$ cat config.mk
export PLATFORM = sky130hd
export DESIGN_NAME = dmem_arbiter
export DESIGN_NICKNAME = d
export VERILOG_FILES = /design/src/rtl/mips_pkg.sv /design/src/rtl/arb_lat_counter.sv /design/src/rtl/dmem_arbiter.sv
export SDC_FILE = /design/constraint.sdc
export NUM_CORES = 1
export LEC_CHECK = 0
export CAP_MARGIN = 20
export CORE_MARGIN = 8
export CORE_UTILIZATION = 43
export CTS_CLUSTER_DIAMETER = 150
export DETAILED_ROUTE_END_ITERATION = 16
export PLACE_DENSITY = 0.86
export SETUP_SLACK_MARGIN = 0.3
export SYNTH_ARGS = -nofsm -noshare
export SYNTH_HDL_FRONTEND = slang
export SYNTH_HIERARCHICAL = 1
export SYNTH_SLANG_ARGS = --single-unit
$ cat constraint.sdc
create_clock -name clk_ARB -period 7.79 [get_ports clk_ARB]
set_input_delay 0.779 -clock clk_ARB [delete_from_list [all_inputs] [get_ports clk_ARB]]
set_output_delay 0.779 -clock clk_ARB [all_outputs]
set_load 0.005 [all_outputs]
$ cat src/rtl/mips_pkg.sv
`default_nettype none
// ============================================================================
// Module   : mips_pkg
// Brief    : Shared widths and data-memory arbiter state encodings.
// Revision : 1.0
// ============================================================================
package mips_pkg;

    localparam int DATA_W_DEF = 32;
    localparam int ADDR_W_DEF = 32;
    localparam int LAT_W      = 4;

    typedef enum logic [1:0] {
        ARB_IDLE     = 2'd0,
        ARB_BUSY_CPU = 2'd1,
        ARB_BUSY_DBG = 2'd2
    } arb_state_t;

endpackage
`default_nettype wire

$ cat src/rtl/arb_lat_counter.sv
`default_nettype none
// ============================================================================
// Module   : arb_lat_counter
// Brief    : Loadable down-counter timing one memory access; flags zero.
// Revision : 1.0
// ============================================================================
module arb_lat_counter
    import mips_pkg::*;
(
    input  logic             clk,
    input  logic             rst,
    input  logic             load,
    input  logic [LAT_W-1:0] load_val,
    input  logic             dec,
    output logic             zero
);

    logic [LAT_W-1:0] count;

    always_ff @(posedge clk or posedge rst) begin
        if (rst) begin
            count <= '0;
        end else if (load) begin
            count <= load_val;
        end else if (dec && (count != '0)) begin
            count <= count - 1'b1;
        end
    end

    assign zero = (count == '0);

endmodule
`default_nettype wire

$ cat src/rtl/dmem_arbiter.sv
`default_nettype none
// ============================================================================
// Module   : dmem_arbiter
// Brief    : Shares the data memory between the CPU MEM stage and a debug port.
// Revision : 1.0
// ============================================================================
module dmem_arbiter
    import mips_pkg::*;
#(
    parameter int DATA_W     = DATA_W_DEF,
    parameter int ADDR_W     = ADDR_W_DEF,
    parameter int MEM_LAT    = 2,
    parameter int STARVE_MAX = 3
) (
    input  logic              clk_ARB,
    input  logic              rst_ARB,
    input  logic [ADDR_W-1:0] cpuAddr,
    input  logic [DATA_W-1:0] cpuWrData,
    input  logic              cpuRead,
    input  logic              cpuWrite,
    output logic [DATA_W-1:0] cpuRdData,
    output logic              cpuDone,
    output logic              cpuStall,
    input  logic              dbgValid,
    input  logic              dbgWrite,
    input  logic [ADDR_W-1:0] dbgAddr,
    input  logic [DATA_W-1:0] dbgWrData,
    output logic              dbgReady,
    output logic [DATA_W-1:0] dbgRdData,
    output logic [ADDR_W-1:0] memAddr,
    output logic [DATA_W-1:0] memData,
    output logic              memReadFlag,
    output logic              memWriteFlag,
    input  logic [DATA_W-1:0] memRdData
);

    localparam logic [LAT_W-1:0] LAT_LOAD = LAT_W'(MEM_LAT - 1);
    localparam int STARVE_W = (STARVE_MAX < 2) ? 1 : $clog2(STARVE_MAX + 1);
    localparam logic [STARVE_W-1:0] STARVE_LIM = STARVE_W'(STARVE_MAX);

    arb_state_t          state, state_nxt;
    logic                cpu_req, dbg_req;
    logic                grant_cpu, grant_dbg, finish;
    logic                lat_zero;
    logic [STARVE_W-1:0] starve_cnt;

    // Masking with the done pulses keeps a retiring request from being re-granted.
    assign cpu_req  = (cpuRead | cpuWrite) & ~cpuDone;
    assign dbg_req  = dbgValid & ~dbgReady;
    assign cpuStall = cpu_req & ~rst_ARB;

    always_ff @(posedge clk_ARB or posedge rst_ARB) begin
        if (rst_ARB) begin
            state <= ARB_IDLE;
        end else begin
            state <= state_nxt;
        end
    end

    always_comb begin
        state_nxt = state;
        grant_cpu = 1'b0;
        grant_dbg = 1'b0;
        finish    = 1'b0;
        case (state)
            ARB_IDLE: begin
                if (cpu_req && (!dbg_req || (starve_cnt < STARVE_LIM))) begin
                    grant_cpu = 1'b1;
                    state_nxt = ARB_BUSY_CPU;
                end else if (dbg_req) begin
                    grant_dbg = 1'b1;
                    state_nxt = ARB_BUSY_DBG;
                end
            end
            ARB_BUSY_CPU, ARB_BUSY_DBG: begin
                if (lat_zero) begin
                    finish    = 1'b1;
                    state_nxt = ARB_IDLE;
                end
            end
            default: state_nxt = ARB_IDLE;
        endcase
    end

    arb_lat_counter u_lat (
        .clk      (clk_ARB),
        .rst      (rst_ARB),
        .load     (grant_cpu | grant_dbg),
        .load_val (LAT_LOAD),
        .dec      ((state != ARB_IDLE) && !lat_zero),
        .zero     (lat_zero)
    );

    always_ff @(posedge clk_ARB or posedge rst_ARB) begin
        if (rst_ARB) begin
            memAddr      <= '0;
            memData      <= '0;
            memReadFlag  <= 1'b0;
            memWriteFlag <= 1'b0;
            cpuRdData    <= '0;
            dbgRdData    <= '0;
            cpuDone      <= 1'b0;
            dbgReady     <= 1'b0;
        end else begin
            cpuDone  <= 1'b0;
            dbgReady <= 1'b0;
            if (grant_cpu) begin
                // A simultaneous read+write request is executed as a write.
                memAddr      <= cpuAddr;
                memData      <= cpuWrData;
                memWriteFlag <= cpuWrite;
                memReadFlag  <= cpuRead & ~cpuWrite;
            end else if (grant_dbg) begin
                memAddr      <= dbgAddr;
                memData      <= dbgWrData;
                memWriteFlag <= dbgWrite;
                memReadFlag  <= ~dbgWrite;
            end
            if (finish) begin
                memReadFlag  <= 1'b0;
                memWriteFlag <= 1'b0;
                if (state == ARB_BUSY_CPU) begin
                    cpuRdData <= memRdData;
                    cpuDone   <= 1'b1;
                end else begin
                    dbgRdData <= memRdData;
                    dbgReady  <= 1'b1;
                end
            end
        end
    end

    always_ff @(posedge clk_ARB or posedge rst_ARB) begin
        if (rst_ARB) begin
            starve_cnt <= '0;
        end else if (!dbg_req || grant_dbg) begin
            starve_cnt <= '0;
        end else if (grant_cpu && (starve_cnt < STARVE_LIM)) begin
            starve_cnt <= starve_cnt + 1'b1;
        end
    end

endmodule
`default_nettype wire
==> qor.yml, run 1 <==
run_status:
  status: "finished clean"
logic_synthesis:
  synth_simple_gate_area_frac: 0.134
  synth.area.mux_share: 0.0636
  synth_compound_area_frac: 0.149
  ys_ff_latch: 140
  ys_top_cells_by_count: "nand2_1 (167), dfrtp_1 (140), o21ai_1 (66)"
  synth_fa_ha_area_frac: 0.00859
  synth_cells: 566
  ys_async_sr_fraction: 1.00
  synth_xor_area_frac: 0
  synth_top_flop_cell: "dfrtp_1"
  synth_top_family_by_area: "compound AO/OA/AOI/OAI gates"
  synth.distinct_cells: 40
  yosysWarnings: 6
  yosys.area.top_type: "dfrtp_1"
  synth_edf_count: 0
  syn_avg_cell_area_sq_um: 10.3
  synth_area_sq_mm: 0.00583
  seq_area_frac_synth: 0.601
  yosysMostFrequentCell: "nand2_1"
  synthTopCellsByArea: "dfrtp_1 (60%), nand2_1 (11%), o22ai_1 (6.9%)"
  synthDominantCellAreaShare: 0.601
cells_and_area:
  post_route_cells_drive_above_1_share: 0.0935
  num-nets-final: 1023
  final_cell_area_sq_mm: 0.00950
  instances_no_fill: 1042
  num_antenna_cells: 0
  syn_to_final_growth_pct: 63.0
  nFillCells: 936
floorplanning:
  start_util: 0.440
  dieArea_sq_mm: 0.0175
  die_w_microns: 132
  num_rows: 42
  core_area_sq_mm: 0.0132
  die_y_microns: 132
  pin_count: 299
place:
  place.gp.congestion: 0.801
  dp_cells: 1009
  io_buffers: 298
  placed_cell_area_sq_mm: 0.00889
  dpl.hpwl_microns: 15000
critical_path:
  cp_max_fo: 3
  critPathKind: "input port to output port"
  r2r_cells: 10
  critPathRequiredTime_ps: 7010
  critPathLaunch: "cpuWrite"
  startpoint_type: "input port"
  cp-end-kind: "output port"
  r2r_slack_ps: 5150
  reg2reg_to: "dbgRdData[27]"
  rr_startpoint: "u_lat/count[0]"
  cp_data_arrival_time_ps: 2040
timing:
  fin_skew_ps: 7.84
  maxSlewViolCount: 0
  max_slew_margin: 0.282
  fin_crit_sh: 0.362
  setup_viol: 0
  fmax_mhz: 354
  fin_tns_setup_ps: 0
  fin_crit_ps: 2820
  rsz0062_at_grt: "false"
  tightest_slew_ps: 1080
  hold_viol: 0
detailed_routing:
  post_drt_wl_per_cell_microns: 19.4
  initialDrtViolationCount: 311
  drt_first_pass_iters: 5
  wl_microns: 20200
  ant_nets: 0
  drc_errors: 0
  vias: 5274
  via_per_inst: 5.06
clock_network:
  clk_pin_slew_ps: 60
  postCtsSetupRepairBufs: 0
  holdBufCountCts: 0
  h-tree-depth: 4
  clock-sinks: 140
  cts-resized-gates: 0
  cts_buffers: 17
  insertion_delay_ps: 420
  cts.path.max_buffers: 2
  cts_tree: "yes"
  cts_root_buffer: "clkbuf_16"
run:
  maxCapViolations: 0
global_routing:
  grt_first_pass_wirelength_microns: 31400
  overflow: 0
  grt_max_degree: 123
  grt_pass1_vias: 5531
  track_usage: 0.229
  antenna_found_initial: 0
power_and_ir_drop:
  p_leak_nw: 4.08
  irDropWorstVdd_mv: 0.279
  powerDensity_mw_per_mm2: 400
worst_hold_path:
  hp-class: "flip-flop to flip-flop"
  holdPathStages: 2
  hold_end: "dbgRdData[4]"
  min-delay-start: "dbgRdData[4]"
metrics by stage:
step | power (mW) | hold slack, ps | util | setup slack, ps
floorplan | 2.05 | 470 | - | 3370
global placement | 2.97 | 456 | 0.671 | 4860
detailed placement | 3.03 | 462 | 0.671 | 4770
CTS | 3.83 | 477 | 0.715 | 4960
global route | 4.06 | 502 | 0.717 | 4910
finish | 3.80 | 472 | 0.717 | 4970
metal layers:
layer	GRT usage	routed length (microns)
met5	0	0
met4	0.0782	373
met3	0.114	2370
met2	0.382	9780
met1	0.247	7720
final cells by class:
class,instances,area [sq um],share of cell area
clock buffers,18,429,0.0452
clock inverters,14,146,0.0154
inverters,11,46.3,0.00488
multi-input cells,378,2090,0.221
flip-flops and latches,140,3500,0.369
well taps,176,220,0.0232
repair buffers,305,3060,0.322
how the worst max path moves through the flow:
| stage | end | slack (ps) | cells after the start |
|---|---|---|---|
| CTS | cpuStall | 4960 | 4 |
| global route | cpuStall | 4910 | 4 |
| floorplan | cpuDone | 3370 | 1 |
| detailed placement | memData[10] | 4770 | 5 |
| finish | cpuStall | 4970 | 4 |
| global placement | memAddr[12] | 4860 | 5 |
worst max-delay path: stages:
cell and delay (ps):
clkdlybuf4s50_1 510, o21bai_1 140, nor2_1 110, clkdlybuf4s50_1 510
layout by cell type (no fill, tap or decap), types with 2 or more instances in the layout:
cell               n
a21oi_1            4
a221o_1            2
buf_4              6
bufinv_16          2
clkbuf_16         17
clkdlybuf4s50_1  298
clkinv_2           4
clkinv_4           3
clkinvlp_4         3
conb_1             4
dfrtp_1          140
ha_1               4
inv_1              7
inv_2              3
inv_6              3
mux2_2            32
nand2_1          167
nor2_1             6
nor2b_1            3
o21ai_1           66
o22ai_1           64
cells by family after synthesis:
group	after synthesis
mux	33
simple gates	190
buf+inv	50
other cells	2
fa+ha+maj	4
compound gates	147
flops	140
power by group:
group	switching, mW	internal (mW)	leakage (nW)	total, mW
Clock	0.310	0.471	0.276	0.782
Sequential	0.198	1.09	1.70	1.29
Combinational	0.771	0.954	2.10	1.73
Total	1.28	2.52	4.08	3.80
registers in the layout (all words and copies together) (netlist names), 2 cells and up:
signal,count
cpuRdData,32
dbgRdData,32
memAddr,32
memData,32
u_lat/count,4
starve_cnt,2
state,2
Power figures use the tool's default switching activity.
==> inputs of run 2 (changes only) <==
CORE_UTILIZATION = 36   (was 43)
PLACE_DENSITY = 0.77   (was 0.86)
clock period = 2.4 ns   (was 7.79 ns; I/O delays follow)
==> run 2 against run 1 <==
Against the previous run: clock skew fell by 2.3 ps; setup slack got worse by 4500 ps; total power grew to 3.3 times the previous value; sequential power grew to 3.2 times the previous value; hold slack got worse by 320 ps; sequential cell count unchanged; clock-buffer cell count grew 5; wire length fell by 0.76%; register-to-register slack worse by 4700 ps; cell count up 4.6%; core utilization decreased by 10 points; critical path type is now flip-flop to flip-flop.
==> qor.yml, run 2 (synthesis gave the netlist of run 1 again) <==
critical_path:
  reg2reg_to: "dbgRdData[14]"
  r2r_cells: 10  # unchanged
  rr_startpoint: "u_lat/count[0]"
  critPathLaunch: "u_lat/count[0]"
  critPathRequiredTime_ps: 2750  # -4260 ps
  cp_data_arrival_time_ps: 2330  # +290 ps
  worst_path_most_repeated_cell: "nand2_1"
  critical-path-max-stage-delay_ps: 410  # -100 ps
  cp_max_fo: 16  # +13
  crit_cells: 10  # +6
  r2r_slack_ps: 430  # -4720 ps
  endpoint: "dbgRdData[14]"
  cp_top_family: "simple AND/OR/NAND/NOR gates"
  startpoint_type: "flip-flop"
  crit_chain: "inv_2 -> ha_4 -> or3b_4 -> inv_2 -> nand2_1 -> or2_4 -> inv_4 -> clkbuf_16 -> nand2_1 -> nand2_1"
  critPathKind: "flip-flop to flip-flop"
  cp-end-kind: "flip-flop"
  cp_slowest_cell: "or3b_4"
  crit_buf_inv: 4  # +2
place:
  dp_slack_ps: 249  # -4520 ps
  dpl.hpwl_microns: 15400  # +2.2%
  placed_cell_area_sq_mm: 0.00905  # +1.8%
  place.gp.congestion: 0.817  # +1.9%
  io_buffers: 298  # unchanged
floorplanning:
  num_rows: 46  # +9.5%
  die_y_microns: 143  # +8.2%
  die_w_microns: 143  # +8.2%
  pin_count: 299  # unchanged
  core_area_sq_mm: 0.0158  # +20%
  dieArea_sq_mm: 0.0205  # +17%
  start_util: 0.368  # -0.0718
clock_network:
  clk_pin_slew_ps: 60  # about the same
  cts.path.max_buffers: 2  # unchanged
  cts_tree: "yes"
  clock-sinks: 140  # unchanged
  insertion_delay_ps: 410  # about the same
  cts_buffers: 17  # unchanged
  h-tree-depth: 4  # unchanged
  cts_root_buffer: "clkbuf_16"
  holdBufCountCts: 0  # unchanged
global_routing:
  grt_max_degree: 112  # -8.9%
  antenna_found_initial: 0  # unchanged
  track_usage: 0.195  # -0.0339
  overflow: 0  # unchanged
  grt_pass1_vias: 5542  # +0.20%
  grt_first_pass_wirelength_microns: 30700  # -2.0%
timing:
  setup_viol: 0  # unchanged
  fin_crit_sh: 0.823
  hold_viol: 0  # unchanged
  fmax_mhz: 506
  fin_crit_ps: 1970
  rsz0062_at_grt: "true"
  fin_tns_setup_ps: 0  # unchanged
  setup_ws_ps: 426  # -4540 ps
  whs_ps: 153  # -319 ps
  tightest_slew_ps: 635  # -441 ps
  maxSlewViolCount: 0  # unchanged
  max_slew_margin: 0.576  # +0.294
  fin_skew_ps: 5.51  # -2.33 ps
cells_and_area:
  syn_to_final_growth_pct: 67.1
  final_common_cell: "clkdlybuf4s50_1"
  final_cell_mix: "clkdlybuf4s50_1 (298), nand2_1 (167), dfrtp_1 (140)"
  post_route_cells_drive_above_1_share: 0.108  # +0.0140
  final_util: 0.615  # -0.102
  final_cell_area_sq_mm: 0.00973  # +2.5%
  nFillCells: 1296  # +38%
  num_antenna_cells: 0  # unchanged
  num-nets-final: 1031  # +0.78%
power_and_ir_drop:
  pwr-share-seq: 0.328  # -0.012
  p_sw_mw: 4.15  # +220%
  p_leak_nw: 4.15  # +1.7%
  power.internal_mw: 8.53  # +240%
  p_clk_frac: 0.215  # +0.009
  comb_power_share: 0.457  # +0.003
  irDropWorstVdd_mv: 0.783  # +180%
  switching_share: 0.327  # -0.00985
  powerDensity_mw_per_mm2: 1300  # +230%
detailed_routing:
  via_per_inst: 4.78  # -5.5%
  wl_microns: 20100  # -0.76%
  drt_first_pass_iters: 4  # -1
  post_drt_wl_per_cell_microns: 18.4  # -5.1%
  vias: 5213  # -1.2%
  ant_nets: 0  # unchanged
  initialDrtViolationCount: 191  # -39%
  drc_errors: 0  # unchanged
run:
  maxCapViolations: 0  # unchanged
run_status:
  status: "finished clean"
worst_hold_path:
  hp-class: "input port to asynchronous set/reset pin"
[run 2: worst min path at each step]
stage | to | slack (ps) | startpoint | depth (start not counted)
CTS | u_lat/count[2] | 130 | rst_ARB | 2
finish | u_lat/count[3] | 150 | rst_ARB | 2
global route | u_lat/count[3] | 160 | rst_ARB | 2
floorplan | u_lat/count[0] | 6 | rst_ARB | 1
global placement | dbgRdData[19] | 460 | dbgRdData[19] | 2
detailed placement | dbgRdData[8] | 460 | dbgRdData[8] | 2
[run 2: power groups by stage]
stage | sequential (mW) | clock (mW) | combinational [mW]
floorplan | 4.24 | 0 | 2.43
global placement | 4.14 | 0 | 5.72
detailed placement | 4.20 | 0 | 5.80
CTS | 4.18 | 2.79 | 5.83
global route | 4.31 | 2.88 | 6.41
finish | 4.16 | 2.72 | 5.79
[run 2: timing repair]
item / in CTS / in global routing
setup endpoints to repair: 33 / 59
gates cloned: 0 / 1
pin swaps: 0 / 2
setup buffers: 0 / 2
resized for setup: 1 / 7
[run 2: metrics by stage]
stage	std cells	total power [mW]
4_1_cts	1087	12.8
2_1_floorplan	568	6.66
6_report	1090	12.7
5_1_grt	1090	13.6
3_5_place_dp	1055	10.0
3_3_place_gp	1055	9.86
[run 2: cell type report]
class                           instances  area, sq um  area share
Clock buffer                           23          488      0.0501
Clock inverter                          9          135      0.0139
Inverter                               11         47.5     0.00489
Multi-Input combinational cell        378         2110       0.217
Sequential cell                       140         3500       0.360
Tap cell                              216          270      0.0278
Timing Repair Buffer                  313         3180       0.326
[run 2: per-layer routing]
layer  share of wire  GRT usage  up-vias  wire length (microns)
li1                -          -     2547                      -
met1            0.39      0.216     2416                   7750
met2            0.47      0.319      234                   9420
met3            0.14      0.107       16                   2750
met4          0.0086     0.0515        0                    172
met5               0          0        -                      0
